==> src/rtl/regfile_pkg.sv <==
`default_nettype none
// ============================================================================
// Module      : regfile_pkg
// Description : Shared defaults and the address range check for regfile_nrd_1wr.
// Revision    : 1.0 - initial release
// ============================================================================
package regfile_pkg;

    localparam int REGFILE_DATA_W = 8;
    localparam int REGFILE_DEPTH  = 4;
    localparam int REGFILE_NUM_RD = 2;

    // DEPTH need not be a power of two, so the top of the address space can be invalid
    function automatic logic addr_in_range(input logic [31:0] addr, input int unsigned depth);
        return (addr < depth);
    endfunction

endpackage
`default_nettype wire

==> src/rtl/regfile_rd_port.sv <==
`default_nettype none
// ============================================================================
// Module      : regfile_rd_port
// Description : One registered read port: address mux, range check, optional
//               write-first bypass (REGFILE_BYPASS_EN) and valid strobe.
// Revision    : 1.0 - initial release
// ============================================================================
module regfile_rd_port
    import regfile_pkg::*;
#(
    parameter int                DATA_W  = REGFILE_DATA_W,
    parameter int                DEPTH   = REGFILE_DEPTH,
    parameter int                ADDR_W  = $clog2(REGFILE_DEPTH),
    parameter logic [DATA_W-1:0] RST_VAL = '0
) (
    input  logic                    clk,
    input  logic                    rst,
`ifdef REGFILE_BYPASS_EN
    input  logic                    i_wr_en,
    input  logic                    i_wr_ok,
    input  logic [ADDR_W-1:0]       i_wr_addr,
    input  logic [DATA_W-1:0]       i_wr_data,
`endif
    input  logic [DEPTH*DATA_W-1:0] i_mem,
    input  logic                    i_r_en,
    input  logic [ADDR_W-1:0]       i_r_addr,
    output logic [DATA_W-1:0]       o_r_data,
    output logic                    o_r_valid,
    output logic                    o_addr_err
);

    logic              w_in_range;
    logic [DATA_W-1:0] w_rd_word;
    logic [DATA_W-1:0] r_data;
    logic              r_valid;

    assign w_in_range = addr_in_range(32'(i_r_addr), DEPTH);

    // Addresses past DEPTH match no entry and fall through to RST_VAL
    always_comb begin
        w_rd_word = RST_VAL;
        for (int i = 0; i < DEPTH; i++) begin
            if (i_r_addr == ADDR_W'(i)) begin
                w_rd_word = i_mem[i*DATA_W +: DATA_W];
            end
        end
`ifdef REGFILE_BYPASS_EN
        if (i_wr_en && i_wr_ok && (i_wr_addr == i_r_addr)) begin
            w_rd_word = i_wr_data;
        end
`endif
    end

    always_ff @(posedge clk or negedge rst) begin
        if (!rst) begin
            r_data  <= RST_VAL;
            r_valid <= 1'b0;
        end else begin
            r_valid <= i_r_en;
            if (i_r_en) begin
                r_data <= w_rd_word;
            end
        end
    end

    assign o_r_data   = r_data;
    assign o_r_valid  = r_valid;
    assign o_addr_err = i_r_en & ~w_in_range;

endmodule
`default_nettype wire

==> src/rtl/regfile_nrd_1wr.sv <==
`default_nettype none
// ============================================================================
// Module      : regfile_nrd_1wr
// Description : DEPTH x DATA_W register file, one write port, NUM_RD registered
//               read ports, sticky out-of-range flag. Macro: REGFILE_BYPASS_EN.
// Revision    : 1.0 - initial release
// ============================================================================
module regfile_nrd_1wr
    import regfile_pkg::*;
#(
    parameter  int                DATA_W  = REGFILE_DATA_W,
    parameter  int                DEPTH   = REGFILE_DEPTH,
    parameter  int                NUM_RD  = REGFILE_NUM_RD,
    parameter  logic [DATA_W-1:0] RST_VAL = '0,
    localparam int                ADDR_W  = $clog2(DEPTH)
) (
    input  logic                     clk,
    input  logic                     rst,
    input  logic                     w_en,
    input  logic [ADDR_W-1:0]        w_addr,
    input  logic [DATA_W-1:0]        w_data,
    input  logic [NUM_RD-1:0]        r_en,
    input  logic [NUM_RD*ADDR_W-1:0] r_addr,
    output logic [NUM_RD*DATA_W-1:0] r_data,
    output logic [NUM_RD-1:0]        r_valid,
    output logic                     addr_err
);

    logic [DEPTH*DATA_W-1:0] r_mem;
    logic                    r_addr_err;
    logic                    w_wr_ok;
    logic [NUM_RD-1:0]       w_rd_err;

    assign w_wr_ok = addr_in_range(32'(w_addr), DEPTH);

    // Out-of-range write addresses match no entry, so the write is dropped
    always_ff @(posedge clk or negedge rst) begin
        if (!rst) begin
            r_mem <= {DEPTH{RST_VAL}};
        end else begin
            for (int i = 0; i < DEPTH; i++) begin
                if (w_en && (w_addr == ADDR_W'(i))) begin
                    r_mem[i*DATA_W +: DATA_W] <= w_data;
                end
            end
        end
    end

    always_ff @(posedge clk or negedge rst) begin
        if (!rst) begin
            r_addr_err <= 1'b0;
        end else if ((w_en && !w_wr_ok) || (|w_rd_err)) begin
            r_addr_err <= 1'b1;
        end
    end

    assign addr_err = r_addr_err;

    generate
        for (genvar k = 0; k < NUM_RD; k++) begin : g_rd_port
            regfile_rd_port #(
                .DATA_W  (DATA_W),
                .DEPTH   (DEPTH),
                .ADDR_W  (ADDR_W),
                .RST_VAL (RST_VAL)
            ) u_rd_port (
                .clk        (clk),
                .rst        (rst),
`ifdef REGFILE_BYPASS_EN
                .i_wr_en    (w_en),
                .i_wr_ok    (w_wr_ok),
                .i_wr_addr  (w_addr),
                .i_wr_data  (w_data),
`endif
                .i_mem      (r_mem),
                .i_r_en     (r_en[k]),
                .i_r_addr   (r_addr[k*ADDR_W +: ADDR_W]),
                .o_r_data   (r_data[k*DATA_W +: DATA_W]),
                .o_r_valid  (r_valid[k]),
                .o_addr_err (w_rd_err[k])
            );
        end
    endgenerate

endmodule
`default_nettype wire

==> config.mk <==
export PLATFORM = sky130hd
export DESIGN_NAME = regfile_nrd_1wr
export DESIGN_NICKNAME = d
export VERILOG_FILES = /design/src/rtl/regfile_pkg.sv /design/src/rtl/regfile_rd_port.sv /design/src/rtl/regfile_nrd_1wr.sv
export SDC_FILE = /design/constraint.sdc
export NUM_CORES = 1
export LEC_CHECK = 0
export CORE_ASPECT_RATIO = 1.25
export CORE_MARGIN = 4
export CORE_UTILIZATION = 48
export CTS_CLUSTER_DIAMETER = 120
export DETAILED_ROUTE_END_ITERATION = 8
export PLACE_DENSITY = 0.74
export SYNTH_ARGS = -nofsm -noshare
export SYNTH_HDL_FRONTEND = slang
export SYNTH_HIERARCHICAL = 1
export SYNTH_SLANG_ARGS = --single-unit
==> constraint.sdc <==
create_clock -name clk -period 0.8 [get_ports clk]
set_input_delay 0.2 -clock clk [delete_from_list [all_inputs] [get_ports clk]]
set_output_delay 0.2 -clock clk [all_outputs]
set_load 0.02 [all_outputs]
# Word level (Yosys, flattened, before mapping)
# Index checks and enable logic that the tools add are counted.
[op_classes]
mux = 8
eq_ne = 9
n_reduce_logical = 7
[op_table]
columns = ["cell", "count"]
rows = [
  ["two-way mux 8 bit", 8],
  ["equality test 2 bit (second input constant)", 6],
  ["equality test 2 x 1 -> 1 bit (second input constant)", 3],
  ["logical NOT 2 bit", 3],
  ["logical AND 1 bit", 4],
]
[totals]
reg_bits = 50
input_bits = 19

# Depth between registers and ports, before layout
# Gate-level depths: netlist of the first run.
[logic_depth]
word_depth = 5
depth_mapped = 4
ltp_nobuf = 2

# Modules after synthesis
# The synthesis of the first run kept the hierarchy.
[by_module_without_submodules]
columns = ["module", "n_inst", "area_per_inst_um2", "seq_area_each_um2", "cells_per_inst"]
rows = [
  ["regfile_nrd_1wr", 1, 1243.7, 825.8, 70],
  ["regfile_rd_port", 2, 561.8, 225.2, 48],
]

# Worst setup path after synthesis of the first run
# No wires, ideal clock.
[synth_path]
path_kind = "input to register"
from = "in w_addr[0]"
to = "reg r_mem[0]"
path_slack_ps = -223
n_path_buf = 0
setup_time_ps = 125
arrival_time_ps = 898
path_stages = 2
cell_sequence = "nor3b_4 > mux2_2"
[synth_via]
elab_chain_cells = 2
[synth_lines]
columns = ["item", "line_no", "text"]
rows = [
  ["from (decl)", "regfile_nrd_1wr.sv:20", "input logic [ADDR_W-1:0] w_addr,"],
  ["logical NOT 2 bit", "regfile_nrd_1wr.sv:42", "if (w_en && (w_addr == ADDR_W'(i))) begin"],
  ["logical AND 1 bit", "regfile_nrd_1wr.sv:42", ""],
  ["to (signal assigned)", "regfile_nrd_1wr.sv:39", "r_mem <= {DEPTH{RST_VAL}};"],
  ["to (signal, indexed assignment)", "regfile_nrd_1wr.sv:43", "r_mem[i*DATA_W +: DATA_W] <= w_data;"],
  ["to (decl)", "regfile_nrd_1wr.sv:29", "logic [DEPTH*DATA_W-1:0] r_mem;"],
]
# Every way passes these cells.
# A chain may end at the register's enable or synchronous reset.

# Final worst setup path of the first run
[layout_path]
from = "reg g_rd_port[1].u_rd_port.r_data[2]"
to = "out r_data[10]"
[layout_lines]
columns = ["item", "line_no", "text"]
rows = [
  ["from (decl)", "regfile_rd_port.sv:34", "logic [DATA_W-1:0] r_data;"],
  ["from (signal assigned)", "regfile_rd_port.sv:61", "r_data <= w_rd_word;"],
  ["to (decl)", "regfile_nrd_1wr.sv:24", "output logic [NUM_RD*DATA_W-1:0] r_data,"],
]
# No word-level cell between the ends.

==> results.md, run 1 <==
| Result | This run | Unit |
| --- | --- | --- |
| MaxCap Viol Count | 0 | - |
| CP top delay family | flip-flops | - |
| Register-to-Register Path Depth | 2 | - |
| Setup slack of the critical path after layout | -0.2627 | ns |
| Fraction of final layout cells with drive strength greater than 1 | 50.83 | % |
| Syn. warnings | 6 | - |
| Ordered list of cells on the worst path | buf_6 | - |
| Clk root buf | clkbuf_8 | - |
| Filler Cell Count | 323 | - |
| Remaining Overflow, GRT | 0 | - |
| Post-route clock skew | 0.003645 | ns |
| Reg-to-reg critical path endpoint | g_rd_port[0].u_rd_port/o_r_data[7]$_DFFE_PN0P_ | - |
| Synth cell types | 15 | - |
| Area of all placed cells without fillers | 3435 | µm² |
| Count of final max-slew check failures | 0 | - |
| Final standard cell count with taps included and fillers excluded | 302 | - |
| Kind of path behind the tightest hold check | in -> async | - |
| Power per Cell Area | 2110 | nW/µm² |
| Flip-flop and latch count after synthesis | 51 | - |
| Die extent in y | 86.52 | µm |
| DR vias | 1685 | - |
| Starting Density | 49.68 | % |
| Combined area of the multi-input logic cells | 1199 | µm² |
| Setup repair after global routing missed its margin | yes | - |
| Placer's final routability congestion estimate | 0.7879 | - |
| Worst flop-to-flop path startpoint | r_mem[7]$_DFFE_PN0P_ | - |
| TritonCTS Sinks | 51 | - |
| Max stage delay on crit path | 0.42 | ns |
| Clock buffer count from CTS | 5 | - |
| Sequential cell area | 1276 | µm² |
| Maximum number of buffers from clock root to sink | 2 | - |
| Average wire per cell in the routed design | 19.83 | µm |
| Number of antenna violations at the first check in global routing | 0 | - |
| Max Clock Freq | 941.0 | MHz |
| IO Port Bufs | 37 | - |
| CP Data Required Time | 0.60 | ns |
| Detail Route Antenna Nets | 0 | - |
| Routed Wire Length | 5989 | µm |
| Hold WS | 0.2731 | ns |
| Worst EP arrival | 0.86 | ns |
| Setup crit end kind | primary output | - |
| Ant diodes | 0 | - |
| CTS tree | built | - |
| Placed standard-cell area | 3013 | µm² |
| Vias/cell | 5.579 | - |
| Worst setup path startpoint | g_rd_port[1].u_rd_port/o_r_data[2]$_DFFE_PN0P_ | - |
| Total instance count after detailed placement | 283 | - |
| Gate count after technology mapping | 166 | - |
| Highest ir drop seen on vdd | 0.001391 | V |
| Post-route clock period utilization | 132.8 | % |
| Vias in the first global route | 1913 | - |
| Die span in x | 70.81 | µm |
| Area of the die | 6126 | µm² |
| Result of the run | finished with violations | - |
| Critical Path Stages | 1 | - |
| Largest net degree at the start of global routing | 26 | - |
| R2R Setup Slk | -0.09 | ns |
| Clock-pin transition on the worst setup and hold timing paths | 0.09 | ns |
| Nature of the critical path startpoint | flop | - |
| Area of the core | 4765 | µm² |
| Sum of net half-perimeters after detailed placement | 3866 | µm |
| # nets final | 260 | - |
| Setup violators final | 45 | - |
| Combined area of all synthesized cells | 2367 | µm² |
| DRC violation count after routing | 0 | - |
| Iteration-0 DRC count of the detailed router | 85 | - |
| Highest fanout seen on the critical path | 2 | - |
| Average footprint of a synthesized cell | 14.26 | µm² |
| Setup Slack @ Placement | -0.8006 | ns |
| Wire length of the first global-routing pass | 9708 | µm |
| Total nets after synthesis | 185 | - |
| Insertion delay to the later sink of the worst-skew pair | 0.30 | ns |
| Violated checks | setup timing | - |
| Number of placement rows | 28 | - |
| Fin crit period | 1.063 | ns |
| I/O pin total | 38 | - |
| Crit path kind | reg -> out | - |
| Final number of hold-violating endpoints | 0 | - |
| Leak Pwr | 1.631 | nW |
| Overall global routing resource usage | 20.91 | % |
| Synth-to-layout area growth | 45.08 | % |
| Final Util | 72.09 | % |
| CP max stage cell | dfrtp_1 | - |
| CTS H-tree depth | 2 | - |
| Worst Path Buf+Inv | 1 | - |
| Count of TritonRoute iterations in the first routing pass | 4 | - |
| Share of synthesized area occupied by flip-flops and latches | 53.91 | % |
final cells by class:
cell class,instances,area share [%]
flip-flops and latches,51,37.16
clock buffers,6,2.113
well taps,60,2.186
clock inverters,2,0.3643
repair buffers,76,23.28
multi-input cells,107,34.90
routing by layer:
| metal | up-vias | global-route usage [%] | part of all wire (%) |
|---|---|---|---|
| li1 | 765 | - | - |
| met1 | 852 | 24.16 | 39 |
| met2 | 54 | 37.64 | 53 |
| met3 | 14 | 3.828 | 4.4 |
| met4 | 0 | 9.060 | 2.7 |
| met5 | - | 0 | 0 |
cell families after synthesis:
logic type	share of synthesized area, %
multiplexers	28.75
flip-flops	53.91
AND/OR/NAND/NOR	7.506
AO/OA/AOI/OAI	5.919
buffers and inverters	3.594
other	0.3172
cell usage in the layout (no fill, tap or decap), types with 2 or more instances in the layout:
master           count
mux2i_1             30
mux2_2              15
clkdlybuf4s50_1      8
o221ai_2             7
mux2i_2              2
nand2b_1            11
buf_12               5
buf_6               24
buf_16               2
dlygate4sd2_1        3
clkbuf_8             5
o221ai_1             9
dfrtp_1             51
buf_4               28
mux2_4              17
nand3b_4             2
conb_1               2
clkdlybuf4s15_2      2
nand2b_4             7
nand2_1              2
sequential cells by signal, indices dropped and copies added (netlist names):
name / cells
addr_err: 1
g_rd_port.u_rd_port/o_r_data: 16
g_rd_port.u_rd_port/o_r_valid: 2
r_mem: 32
Yosys cell counts:
library cell | count | area, µm²
buf_1 | 2 | 7.510
o221ai_1 | 16 | 140.1
conb_1 | 2 | 7.510
nand3_2 | 1 | 10.01
or3_1 | 1 | 6.260
nand2b_1 | 18 | 112.6
mux2_2 | 32 | 360.4
mux2i_1 | 32 | 320.3
buf_12 | 2 | 40.04
buf_4 | 2 | 15.01
nand3b_2 | 2 | 22.52
nand2_1 | 2 | 7.510
nor3b_4 | 1 | 18.77
buf_6 | 2 | 22.52
dfrtp_1 | 51 | 1276
report_power, final:
part	internal (mW)	switching [mW]	leakage (nW)
sequential	3.06	0.393	0.610
combinational	1.38	0.950	0.980
clock	0.613	0.855	0.0412
total	5.05	2.20	1.63
metrics by stage:
stage,TNS (ns),power [mW]
after global routing,-6.927,7.602
after floorplan,-2.553,4.360
final,-5.321,7.246
after CTS,-5.318,7.092
after detailed placement,-40.70,5.298
after global placement,-39.01,5.200
how the worst max path moves through the flow:
stage and to:
6_report r_data[10], 5_1_grt r_data[10], 4_1_cts r_data[3], 3_5_place_dp r_mem[27]$_DFFE_PN0P_
3_3_place_gp r_mem[29]$_DFFE_PN0P_, 2_1_floorplan r_mem[0]$_DFFE_PN0P_
what timing repair did:
action,CTS,global route
gates resized for setup,166,17
hold buffers,1,0
pin swaps,2,1
buffers inserted,8,4
endpoints found under the setup margin,68,55
hold endpoints to repair,51,0
gates cloned,2,0
Power figures use the tool's default switching activity.
==> run 2, diff against run 1 <==
CORE_MARGIN = unset   (was 4)
CORE_UTILIZATION = 35   (was 48)
PLACE_DENSITY = 0.56   (was 0.74)
==> run 2 against run 1 <==
Net effect:
- clock-buffer cell count unchanged
- critical endpoint is now r_data[9]
- the flow still finishes with violations (setup timing)
- utilization decreased by 19 points
- sequential cell count unchanged
- sequential power about the same
- maximum frequency increased by 0.34%
- critical path type unchanged
==> results.md, run 2 (synthesis gave the netlist of run 1 again) <==
| Result | This run | Unit | vs previous |
| --- | --- | --- | --- |
| Crit path kind | reg -> out | - |  |
| Max stage delay on crit path | 0.41 | ns | about the same |
| Worst Path Buf+Inv | 1 | - | unchanged |
| Count of TritonRoute iterations in the first routing pass | 4 | - | unchanged |
| Worst EP arrival | 0.86 | ns | about the same |
| Post-route clock period utilization | 132.4 | % | -0.44 points |
| Maximum number of buffers from clock root to sink | 2 | - | unchanged |
| Setup Slack @ Placement | -0.8722 | ns | -0.07163 ns |
| CP Data Required Time | 0.60 | ns | about the same |
| TritonCTS Sinks | 51 | - | unchanged |
| CTS tree | built | - |  |
| Vias/cell | 5.218 | - | -6.5% |
| Die extent in y | 93.95 | µm | +8.6% |
| Worst flop-to-flop path startpoint | r_mem[28]$_DFFE_PN0P_ | - |  |
| Count of final max-slew check failures | 0 | - | unchanged |
| Overall global routing resource usage | 19.51 | % | -1.4 points |
| Highest fanout seen on the critical path | 2 | - | unchanged |
| Worst setup path startpoint | g_rd_port[1].u_rd_port/o_r_data[1]$_DFFE_PN0P_ | - |  |
| Area of the die | 7099 | µm² | +16% |
| Final Util | 53.31 | % | -19 points |
| Setup violators final | 47 | - | +4.4% |
| Area of the core | 6565 | µm² | +38% |
| DRC violation count after routing | 0 | - | unchanged |
| Summed negative setup slack over all endpoints | -5.379 | ns | -0.05817 ns |
| Kind of path behind the tightest hold check | in -> async | - |  |
| CP top delay family | flip-flops | - |  |
| Setup crit end kind | primary output | - |  |
| Placer's final routability congestion estimate | 0.7482 | - | -5.0% |
| Ant diodes | 0 | - | unchanged |
| Clock-pin transition on the worst setup and hold timing paths | 0.10 | ns | about the same |
| Nature of the critical path startpoint | flop | - |  |
| Total power draw | 7.412 | mW | +2.3% |
| I/O pin total | 38 | - | unchanged |
| Result of the run | finished with violations | - |  |
| Insertion delay to the later sink of the worst-skew pair | 0.31 | ns | about the same |
| Leak Pwr | 1.634 | nW | +0.19% |
| Max Clock Freq | 944.1 | MHz | +0.34% |
| Final number of hold-violating endpoints | 0 | - | unchanged |
| Fin crit period | 1.059 | ns | -0.003557 ns |
| Clock buffer count from CTS | 5 | - | unchanged |
| Max FFs per register | 32 | - | unchanged |
| Die span in x | 75.56 | µm | +6.7% |
| Starting Density | 36.06 | % | -14 points |
| Detail Route Antenna Nets | 0 | - | unchanged |
| Most used cells in the layout excluding fill and tap cells | dfrtp_1 (51), mux2i_1 (28), buf_6 (25) | - |  |
| Most common cell after layout, fill and taps aside | dfrtp_1 | - |  |
| CP max stage cell | dfrtp_1 | - |  |
| Vias in the first global route | 1889 | - | -1.3% |
| Largest net degree at the start of global routing | 27 | - | +3.8% |
| Filler Cell Count | 553 | - | +71% |
| Highest ir drop seen on vdd | 0.0009673 | V | -30% |
| DR vias | 1696 | - | +0.65% |
| Setup slack of the critical path after layout | -0.2592 | ns | +0.003557 ns |
| Routed Wire Length | 6187 | µm | +3.3% |
| Power per Cell Area | 2118 | nW/µm² | +0.40% |
| Number of antenna violations at the first check in global routing | 0 | - | unchanged |
| Synth-to-layout area growth | 47.83 | % |  |
| CTS H-tree depth | 2 | - | unchanged |
| Post-route clock skew | 0.01047 | ns | +0.006828 ns |
| MaxCap Viol Count | 0 | - | unchanged |
| IO Port Bufs | 37 | - | unchanged |
| Violated checks | setup timing | - |  |
| Number of placement rows | 33 | - | +18% |
| Remaining Overflow, GRT | 0 | - | unchanged |
| Wire length of the first global-routing pass | 9880 | µm | +1.8% |
| Fraction of final layout cells with drive strength greater than 1 | 51.68 | % | +0.85 points |
| Iteration-0 DRC count of the detailed router | 110 | - | +29% |
| Average wire per cell in the routed design | 19.04 | µm | -4.0% |
| Register with the highest flop count | r_mem | - |  |
| Clk root buf | clkbuf_8 | - |  |
| Setup repair after global routing missed its margin | yes | - |  |
| # nets final | 256 | - | -1.5% |
| Ordered list of cells on the worst path | buf_6 | - |  |
| Sum of net half-perimeters after detailed placement | 3909 | µm | +1.1% |
## run 2: cell types whose count changed in the layout (fill, tap and decap cells not counted), moves of 2 or more
| cell | change |
|---|---|
| nand2b_1 | +2 |
| o221ai_1 | -4 |
| mux2i_2 | +2 |
| mux2_2 | -2 |
| buf_4 | -6 |
| o221ai_2 | +4 |
| mux2i_1 | -2 |
| nand2b_4 | -2 |
| mux2_4 | +2 |
## run 2: final cells by class
type | count | area [µm²] | area share (%)
Clock buffer | 6 | 82.58 | 2.360
Clock inverter | 2 | 16.27 | 0.4648
Multi-Input combinational cell | 107 | 1224 | 34.97
Sequential cell | 51 | 1276 | 36.47
Tap cell | 87 | 108.9 | 3.110
Timing Repair Buffer | 72 | 792.0 | 22.63
## run 2: final timing paths
| check | to | slack [ns] | cells past startpoint |
|---|---|---|---|
| worst min register to register | addr_err$_DFFE_PN0P_ | 0.51 | 1 |
| worst min-delay path | r_mem[16]$_DFFE_PN0P_ | 0.24 | 2 |
| worst max-delay path | r_data[9] | -0.26 | 1 |
| worst max register to register | g_rd_port[0].u_rd_port/o_r_data[4]$_DFFE_PN0P_ | -0.07 | 2 |
| max in group asynchronous | g_rd_port[0].u_rd_port/o_r_data[4]$_DFFE_PN0P_ | 0.20 | 3 |
| min in group clk | r_mem[0]$_DFFE_PN0P_ | 0.27 | 2 |
## run 2: metal layers
metal	vias up	GRT usage (%)	part of all wire [%]	wire length, µm
met5	-	0	0	0
met1	878	24.45	44	2700
met4	0	8.179	1.5	93
met2	49	32.59	51	3154
li1	758	-	-	-
met3	11	3.326	3.8	237
## run 2: power by group
group | total [mW] | leakage (nW) | switching (mW) | internal [mW]
registers | 3.44 | 0.610 | 0.389 | 3.06
logic | 2.36 | 0.977 | 0.960 | 1.40
clock network | 1.61 | 0.0474 | 0.898 | 0.708
total | 7.41 | 1.63 | 2.25 | 5.17
## run 2: per-stage QoR
step	area (µm²)	cells	hold WS, ns
after floorplan	2402	166	-0.09559
after global placement	3059	310	0.03465
after detailed placement	3059	310	0.03597
after CTS	3393	325	0.2315
after global routing	3500	325	0.2520
final	3500	325	0.2354
## run 2: timing repair
action,CTS,global route
hold buffers,1,0
resized for setup,166,25
pin swaps,2,3
setup buffers,11,3
cloned,2,0
endpoints found under the setup margin,68,55
hold endpoints to repair,51,0
